===== src/rtl/ic_pkg.sv =====
// Shared definitions for the interrupt controller: register-write select codes,
// controller FSM states and the channel-id width helper.
package ic_pkg;

  localparam logic [1:0] IC_SEL_IMASK = 2'd0;
  localparam logic [1:0] IC_SEL_IMODE = 2'd1;
  localparam logic [1:0] IC_SEL_ILAT  = 2'd2;

  typedef enum logic {
    IC_IDLE = 1'b0,
    IC_REQ  = 1'b1
  } ic_state_e;

  // A single channel still needs a one-bit id field.
  function automatic int ic_id_w(input int n);
    return (n > 1) ? $clog2(n) : 1;
  endfunction

endpackage


===== src/rtl/ic_prio_enc.sv =====
// Lowest-index-first priority encoder: reports whether any bit is set and the
// index of the lowest set bit.
module ic_prio_enc
  import ic_pkg::*;
#(
  parameter int N = 8,
  parameter int W = ic_id_w(N)
) (
  input  logic [N-1:0] req,
  output logic         vld,
  output logic [W-1:0] idx
);

  always_comb begin
    vld = 1'b0;
    idx = '0;
    for (int i = N - 1; i >= 0; i--) begin
      if (req[i]) begin
        vld = 1'b1;
        idx = W'(i);
      end
    end
  end

endmodule


===== src/rtl/irq_ctrl.sv =====
// Multi-channel interrupt controller: synchronises pins, latches edge/level events,
// arbitrates by fixed priority with strict nesting, and hands vectors to the PS.
module irq_ctrl
  import ic_pkg::*;
#(
  parameter int                  NUM_IRQ   = 8,
  parameter int                  PMA_SIZE  = 16,
  parameter logic [PMA_SIZE-1:0] VEC_BASE  = PMA_SIZE'(16'h0100),
  parameter int                  VEC_SHIFT = 2
) (
  input  logic                         clk,
  input  logic                         reset,
  input  logic [NUM_IRQ-1:0]           irq_in,
  input  logic                         ps_ic_gie,
  input  logic                         ps_ic_wr_en,
  input  logic [1:0]                   ps_ic_wr_sel,
  input  logic [NUM_IRQ-1:0]           ps_ic_wr_dt,
  input  logic                         ps_ic_ack,
  input  logic                         ps_ic_rti,
  output logic                         ic_ps_req,
  output logic [PMA_SIZE-1:0]          ic_ps_vec,
  output logic [ic_id_w(NUM_IRQ)-1:0]  ic_ps_id,
  output logic [NUM_IRQ-1:0]           ic_ps_imask,
  output logic [NUM_IRQ-1:0]           ic_ps_ilat,
  output logic [NUM_IRQ-1:0]           ic_ps_isr
);

  localparam int ID_W = ic_id_w(NUM_IRQ);

  logic [NUM_IRQ-1:0] sync_p0, sync_p1, sync_p2;
  logic [NUM_IRQ-1:0] imask, imode, ilat, isr;
  ic_state_e          state;

  logic [NUM_IRQ-1:0] lat_set, elig, id_onehot;
  logic [NUM_IRQ-1:0] wr_clr, ack_clr, rti_clr, ack_set;
  logic [NUM_IRQ-1:0] ilat_nxt, isr_nxt;
  logic               win_vld, isr_vld, win_go, cur_live, ack_take, withdraw;
  logic [ID_W-1:0]    win_idx, isr_idx;
  logic [PMA_SIZE-1:0] win_vec;

  // Stage p0/p1: two-flop synchroniser; stage p2: previous synced value for edge detect.
  always_ff @(posedge clk or negedge reset) begin
    if (!reset) begin
      sync_p0 <= '0;
      sync_p1 <= '0;
      sync_p2 <= '0;
    end else begin
      sync_p0 <= irq_in;
      sync_p1 <= sync_p0;
      sync_p2 <= sync_p1;
    end
  end

  // Edge channels latch on a rising synced input, level channels every high cycle.
  assign lat_set = (imode & sync_p1 & ~sync_p2) | (~imode & sync_p1);

  assign elig = ilat & imask & {NUM_IRQ{ps_ic_gie}};

  ic_prio_enc #(.N(NUM_IRQ), .W(ID_W)) u_elig_enc (
    .req (elig),
    .vld (win_vld),
    .idx (win_idx)
  );

  ic_prio_enc #(.N(NUM_IRQ), .W(ID_W)) u_isr_enc (
    .req (isr),
    .vld (isr_vld),
    .idx (isr_idx)
  );

  // Only a strictly higher priority than the current service level may nest.
  assign win_go  = win_vld && (!isr_vld || (win_idx < isr_idx));
  assign win_vec = VEC_BASE + (PMA_SIZE'(win_idx) << VEC_SHIFT);

  assign id_onehot = NUM_IRQ'(1) << ic_ps_id;
  assign cur_live  = |(elig & id_onehot);
  assign ack_take  = (state == IC_REQ) && ps_ic_ack;
  assign withdraw  = (state == IC_REQ) && !ps_ic_ack && !cur_live;

  assign wr_clr  = (ps_ic_wr_en && (ps_ic_wr_sel == IC_SEL_ILAT)) ? ps_ic_wr_dt : '0;
  assign ack_clr = ack_take ? (id_onehot & imode) : '0;
  assign rti_clr = (ps_ic_rti && isr_vld) ? (NUM_IRQ'(1) << isr_idx) : '0;
  assign ack_set = ack_take ? id_onehot : '0;

  // A new event in the same cycle beats any clear; rti retires before ack enters.
  assign ilat_nxt = (ilat & ~(wr_clr | ack_clr)) | lat_set;
  assign isr_nxt  = (isr & ~rti_clr) | ack_set;

  always_ff @(posedge clk or negedge reset) begin
    if (!reset) begin
      imask <= '0;
      imode <= '0;
      ilat  <= '0;
      isr   <= '0;
    end else begin
      ilat <= ilat_nxt;
      isr  <= isr_nxt;
      if (ps_ic_wr_en && (ps_ic_wr_sel == IC_SEL_IMASK)) imask <= ps_ic_wr_dt;
      if (ps_ic_wr_en && (ps_ic_wr_sel == IC_SEL_IMODE)) imode <= ps_ic_wr_dt;
    end
  end

  // Request FSM: id/vec are captured on entry to REQ and held until ack or withdraw.
  always_ff @(posedge clk or negedge reset) begin
    if (!reset) begin
      state     <= IC_IDLE;
      ic_ps_req <= 1'b0;
      ic_ps_id  <= '0;
      ic_ps_vec <= VEC_BASE;
    end else begin
      unique case (state)
        IC_IDLE: begin
          if (win_go) begin
            state     <= IC_REQ;
            ic_ps_req <= 1'b1;
            ic_ps_id  <= win_idx;
            ic_ps_vec <= win_vec;
          end
        end
        IC_REQ: begin
          if (ack_take || withdraw) begin
            state     <= IC_IDLE;
            ic_ps_req <= 1'b0;
          end
        end
        default: begin
          state     <= IC_IDLE;
          ic_ps_req <= 1'b0;
        end
      endcase
    end
  end

  assign ic_ps_imask = imask;
  assign ic_ps_ilat  = ilat;
  assign ic_ps_isr   = isr;

endmodule


===== config.mk =====
export PLATFORM = sky130hd
export DESIGN_NAME = irq_ctrl
export DESIGN_NICKNAME = d
export VERILOG_FILES = /design/src/rtl/ic_pkg.sv /design/src/rtl/ic_prio_enc.sv /design/src/rtl/irq_ctrl.sv
export SDC_FILE = /design/constraint.sdc
export NUM_CORES = 1
export LEC_CHECK = 0
export ABC_AREA = 1
export BUFFER_PORTS_ARGS = -buffer_cell sky130_fd_sc_hd__buf_2
export CAP_MARGIN = 40
export CORE_ASPECT_RATIO = 1.5
export CORE_MARGIN = 5
export CORE_UTILIZATION = 28
export DETAILED_ROUTE_END_ITERATION = 8
export PLACE_DENSITY_LB_ADDON = 0.2
export SLEW_MARGIN = 15
export SYNTH_ARGS = -nofsm -noshare
export SYNTH_HDL_FRONTEND = slang
export SYNTH_HIERARCHICAL = 1
export SYNTH_SLANG_ARGS = --single-unit

===== constraint.sdc =====
create_clock -name clk -period 4.4 [get_ports clk]
set_input_delay 0.66 -clock clk [delete_from_list [all_inputs] [get_ports clk]]
set_output_delay 0.66 -clock clk [all_outputs]
set_load 0.01 [all_outputs]

After elaboration in Yosys (flattened, before gate mapping)

Cells that the tools add are included.

$add $sub $neg: 1
$lt $le $gt $ge: 1
Eq/ne operators: 4
Reduce and logical (&&, ||, !) cells: 17
Bitwise logic cells: 18
Shift-type cells: 2
Muxes and demuxes: 42

Operator list:

| kind                 | number |
|---|---|
| $and 8x8->8          | 9 |
| $mux 3               | 16 |
| $mux 8               | 4 |
| $not 8->8            | 4 |
| $or 8x8->8           | 4 |
| $mux 1               | 20 |
| $shl 1x3->8 const A  | 2 |
| $add 9x5->10 const A | 1 |
| $logic_and 1x1->1    | 8 |
| $reduce_or 8->1      | 1 |
| $pmux 1 s2           | 2 |
| $reduce_and 2->1     | 2 |
| $logic_not 1->1      | 3 |
| $lt 3x3->1           | 1 |
| $eq 2x1->1 const B   | 1 |
| $eq 2x2->1 const B   | 1 |
| $logic_not 2->1      | 1 |
| $logic_or 1x1->1     | 2 |
| $ne 2x1->1 const B   | 1 |
| $ne 2x2->1 const B   | 1 |
| $not 1->1            | 1 |

Register bits: 77
Input bits: 24

Logic depth before layout (Yosys ltp)

Depth after elaboration: 15
Mapped depth: 15
Mapped depth without buffers: 15

By module

The synthesis kept the hierarchy.

By module, submodules not included:

| module      | area each (um2) | instances | cells each |
|---|---|---|---|
| irq_ctrl    | 2514.9          | 1         | 274 |
| ic_prio_enc | 98.8            | 2         | 22 |

Worst setup path after synthesis

OpenSTA, ideal clock, no wires.

Kind: in2reg
Start: input port ps_ic_gie
End: register ic_ps_vec[2]
Library setup time: 123 ps
Arrival time: 2049 ps
Path slack: 2228 ps
Required time: 4277 ps
Stages: 12
Path buffers: 0
Cells stage by stage: inv_2 -> nor2_1 -> or2_1 -> nor3_2 -> nor2_1 -> ha_1 -> a21oi_1 -> o21ai_1 -> nand2_1 -> nand3_2 -> nor2_1 -> a21oi_1

Longest elaborated chain between the ends: 13
Elaborated cells between the ends (all ways): 22

Ends and longest elaborated chain:

| item                       | RTL line          | RTL |
|---|---|---|
| from (decl)                | irq_ctrl.sv:14    | `input logic ps_ic_gie,` |
| $and 8x8->8                | irq_ctrl.sv:57    | `assign elig = ilat & imask & {NUM_IRQ{ps_ic_gie}};` |
| via elig[7]                | irq_ctrl.sv:34    | `logic [NUM_IRQ-1:0] lat_set, elig, id_onehot;` |
| $mux 3 (8 in series)       | ic_prio_enc.sv:18 | `if (req[i]) begin` |
| via win_idx[2]             | irq_ctrl.sv:38    | `logic [ID_W-1:0] win_idx, isr_idx;` |
| $lt 3x3->1                 | irq_ctrl.sv:72    | `assign win_go = win_vld && (!isr_vld \|\| (win_idx < isr_idx));` |
| $logic_or 1x1->1           | irq_ctrl.sv:72    |  |
| $logic_and 1x1->1          | irq_ctrl.sv:72    |  |
| $reduce_and 2->1 (no line) | n/a               |  |
| to (signal assigned)       | irq_ctrl.sv:117   | `ic_ps_vec <= win_vec;` |
| to (decl)                  | irq_ctrl.sv:21    | `output logic [PMA_SIZE-1:0] ic_ps_vec,` |

The timed path passes the listed nets, and every way through them passes these cells.
A chain may end at the register's enable or synchronous reset.

Final worst setup path

Start: input port ps_ic_gie
End: register ic_ps_vec[4]

Longest elaborated chain between the ends: 13
Elaborated cells between the ends (all ways): 22

Ends and longest elaborated chain:

| item                                                                 | RTL line |
|---|---|
| $and 8x8->8 (*)                                                      | irq_ctrl.sv:57 |
| via elig[7]                                                          | irq_ctrl.sv:34 |
| $mux 3 (*) (8 in series)                                             | ic_prio_enc.sv:18 |
| via win_idx[2]                                                       | irq_ctrl.sv:38 |
| parallel branches: the longest is 4 deep, another holds $add 9x5->10 | n/a |

Mark *: on every way through the listed nets, which the timed path passes.

==> results_dict.tcl <==
set metrics [dict create \
    cp-startpoint "ps_ic_gie" \
    synthTopCellsByArea "dfrtp_1 56%, nand2_1 13%, inv_1 5.3%" \
    syn-cell-area_mm2 0.00271 \
    rr_startpoint "ic_ps_imask[7]" \
    antenna_found_initial 0 \
    die-area_mm2 0.0118 \
    worstHoldStart "sync_p0[3]" \
    p_per_area_mw_per_mm2 618 \
    synth_top_area_share_pct 56.3 \
    worstSetupStartpointType "primary input" \
    comb_power_share_pct 31.4 \
    worst_setup_path_end_kind "flop" \
    max_stage_delay_ns 0.31 \
    timing.final.hold_violations 0 \
    clkPwrFrac_pct 31.5 \
    drc 0 \
    maxCapViolations 0 \
    yosysSeqAreaShare_pct 56.3 \
    synthToLayoutAreaGrowth_pct 22.3 \
    cp_data_required_time_ns 4.60 \
    cts_setup_buffers 0 \
    worst-setup-path-type "in -> reg" \
    cts_buffer_depth 2 \
    fin_area_mm2 0.00332 \
    fin_worst_skew_ns 0.00395 \
    dp_cells 480 \
    yosys.area.top_type "dfrtp_1" \
    start_util_pct 28.3 \
    ys.flop_type "dfrtp_1" \
    synth.distinct_cells 24 \
    drt_pass1_iterations 4 \
    final_cells 495 \
    ctsResizeCount 0 \
    cts_tree "done" \
    track_usage_pct 12.0 \
    drv_slew 0 \
    grt_pass1_wl_um 10900 \
    row_count 44 \
    overflow 0 \
    synth_common_cells "95 x nand2_1, 61 x dfrtp_1, 38 x inv_1, 27 x nor2_1, 25 x o21ai_1" \
    drt-initial-drc-count 101 \
    setup_tns_ns 0 \
    io_buffers 54 \
    htreeDepth 3 \
    cp_cell_sequence "buf_2, inv_2, nor2_1, or2_1, nor3_2, nor2_1, ha_1, a21oi_1, o21ai_1, nand2_1, nand3_2, nor2_1, a21oi_1" \
    synthArstFlopShare_pct 100 \
    hold_path_class "reg -> reg" \
    timing.critical_path.mode_cell "nor2_1" \
    placed_area_mm2 0.00304 \
    viasPerCell 4.36 \
    dp_hpwl_um 5150 \
    n_fill_cell 1059 \
    period_needed_ns 2.16 \
    die_x_um 90.4 \
    synthCells 318 \
    internal_power_mw 1.31 \
    yosys_warnings 6 \
    nets 402 \
    slowest_stage "ha_1" \
    p_sw_share_pct 36.0 \
    switchingPower_uw 738 \
    rsz0062_at_grt "false" \
    arrival_ns 2.36 \
    grt_max_degree 32 \
    clock_sinks 61 \
    seqPwrFrac_pct 37.1 \
    clk_latency_ns 0.32 \
    ys_seq_elements 61 \
    wl_per_cell_um 13.4 \
    fin_crit_sh_pct 49.1 \
    clk_pin_slew_ns 0.05 \
    wirelength_um 6620 \
    critPathBufInv 2 \
    syn_avg_cell_area_um2 8.53 \
    core_mm2 0.00958 \
    peakVddDrop_uv 226 \
    final_layout_size_suffix_gt1_share_pct 20.5 \
    postCtsHoldBufs 0 \
    grt_pass1_vias 2196 \
    tightestPinTransition_ns 0.678 \
    max_clock_freq_ghz 0.463 \
    status "completed" \
    max_slew_margin_pct 54.8 \
    via_count 2157 \
    critPathTopFamily "simple AND/OR/NAND/NOR gates" \
    synth_edf_count 0 \
    crit_fanout 8 \
    finalSetupViolCount 0 \
    place.gp.congestion 0.821 \
    post-synth-top-count-cell "nand2_1" \
    diodes 0 \
    ant_nets 0 \
    dieHeight_um 131 \
    numCtsBuffers 9 \
    p_leak_nw 1.72 \
    root_buffer "clkbuf_16" \
    ioPinCount 68 \
]
-- flip-flops by register name, indices dropped and copies added (netlist names) --
register and flops:
ic_ps_imask 8, sync_p2 8, state 1, ic_ps_req 1
sync_p1 8, ic_ps_vec 3, sync_p0 8, imode 8
ic_ps_isr 8, ic_ps_ilat 8
-- power groups by stage --
| stage | Clock (mW) | Sequential [mW] | Combinational (mW) |
|---|---|---|---|
| floorplan | 0 | 0.785 | 0.422 |
| detailed placement | 0 | 0.773 | 0.654 |
| CTS | 0.668 | 0.764 | 0.658 |
| global placement | 0 | 0.769 | 0.644 |
| global route | 0.696 | 0.778 | 0.735 |
| finish | 0.646 | 0.761 | 0.644 |
-- stage by stage --
stage | setup WS (ns) | hold slack [ns] | util (%) | power, mW
after global placement | 1.96 | 0.333 | 31.7 | 1.41
after detailed placement | 1.92 | 0.335 | 31.7 | 1.43
after floorplan | 2.23 | 0.331 | - | 1.21
after global routing | 2.11 | 0.353 | 34.6 | 2.21
final | 2.24 | 0.345 | 34.6 | 2.05
after CTS | 2.25 | 0.346 | 34.6 | 2.09
-- cells in the final DEF (no fill, tap or decap), types with 3 or more instances in the layout --
cell type / count
clkbuf_8: 3
nand3_1: 12
clkbuf_16: 9
inv_2: 3
inv_1: 38
buf_2: 54
o21ai_1: 25
dfrtp_1: 61
o21ai_0: 8
nand2_1: 95
a21oi_1: 7
conb_1: 13
nor2_1: 27
-- layer usage --
layer	wire length, um	global-route usage, %
met1	2590	12.5
met5	0	0
met4	267	7.36
met3	373	3.95
met2	3390	21.0
-- layout make-up --
type / instances / area [um2] / area share (%)
clock buffers: 14 / 274 / 8.26
inverters: 41 / 154 / 4.64
well taps: 115 / 144 / 4.34
multi-input cells: 208 / 936 / 28.2
clock inverters: 1 / 5.00 / 0.151
repair buffers: 55 / 278 / 8.37
flip-flops and latches: 61 / 1530 / 46.0
-- final timing paths --
kind / to / slack (ns) / cells past startpoint
max: ic_ps_vec[4] / 2.24 / 13
min: sync_p1[3] / 0.34 / 0
max reg2reg: ic_ps_vec[4] / 2.32 / 12
min reg2reg: sync_p1[3] / 0.34 / 0
max in group asynchronous: ic_ps_isr[5] / 3.13 / 2
min in group asynchronous: sync_p1[3] / 0.38 / 1
-- cells by family (layout without fill, tap and decap cells) --
| group | Yosys count | count (layout) | share of synthesized area [%] |
|---|---|---|---|
| fa+ha+maj | 2 | 2 | 0.922 |
| flops | 61 | 61 | 56.3 |
| compound gates | 46 | 46 | 9.13 |
| simple gates | 147 | 147 | 22.6 |
| other cells | 2 | 13 | 0.277 |
| buf+inv | 60 | 111 | 10.7 |
Power figures use the tool's default switching activity.
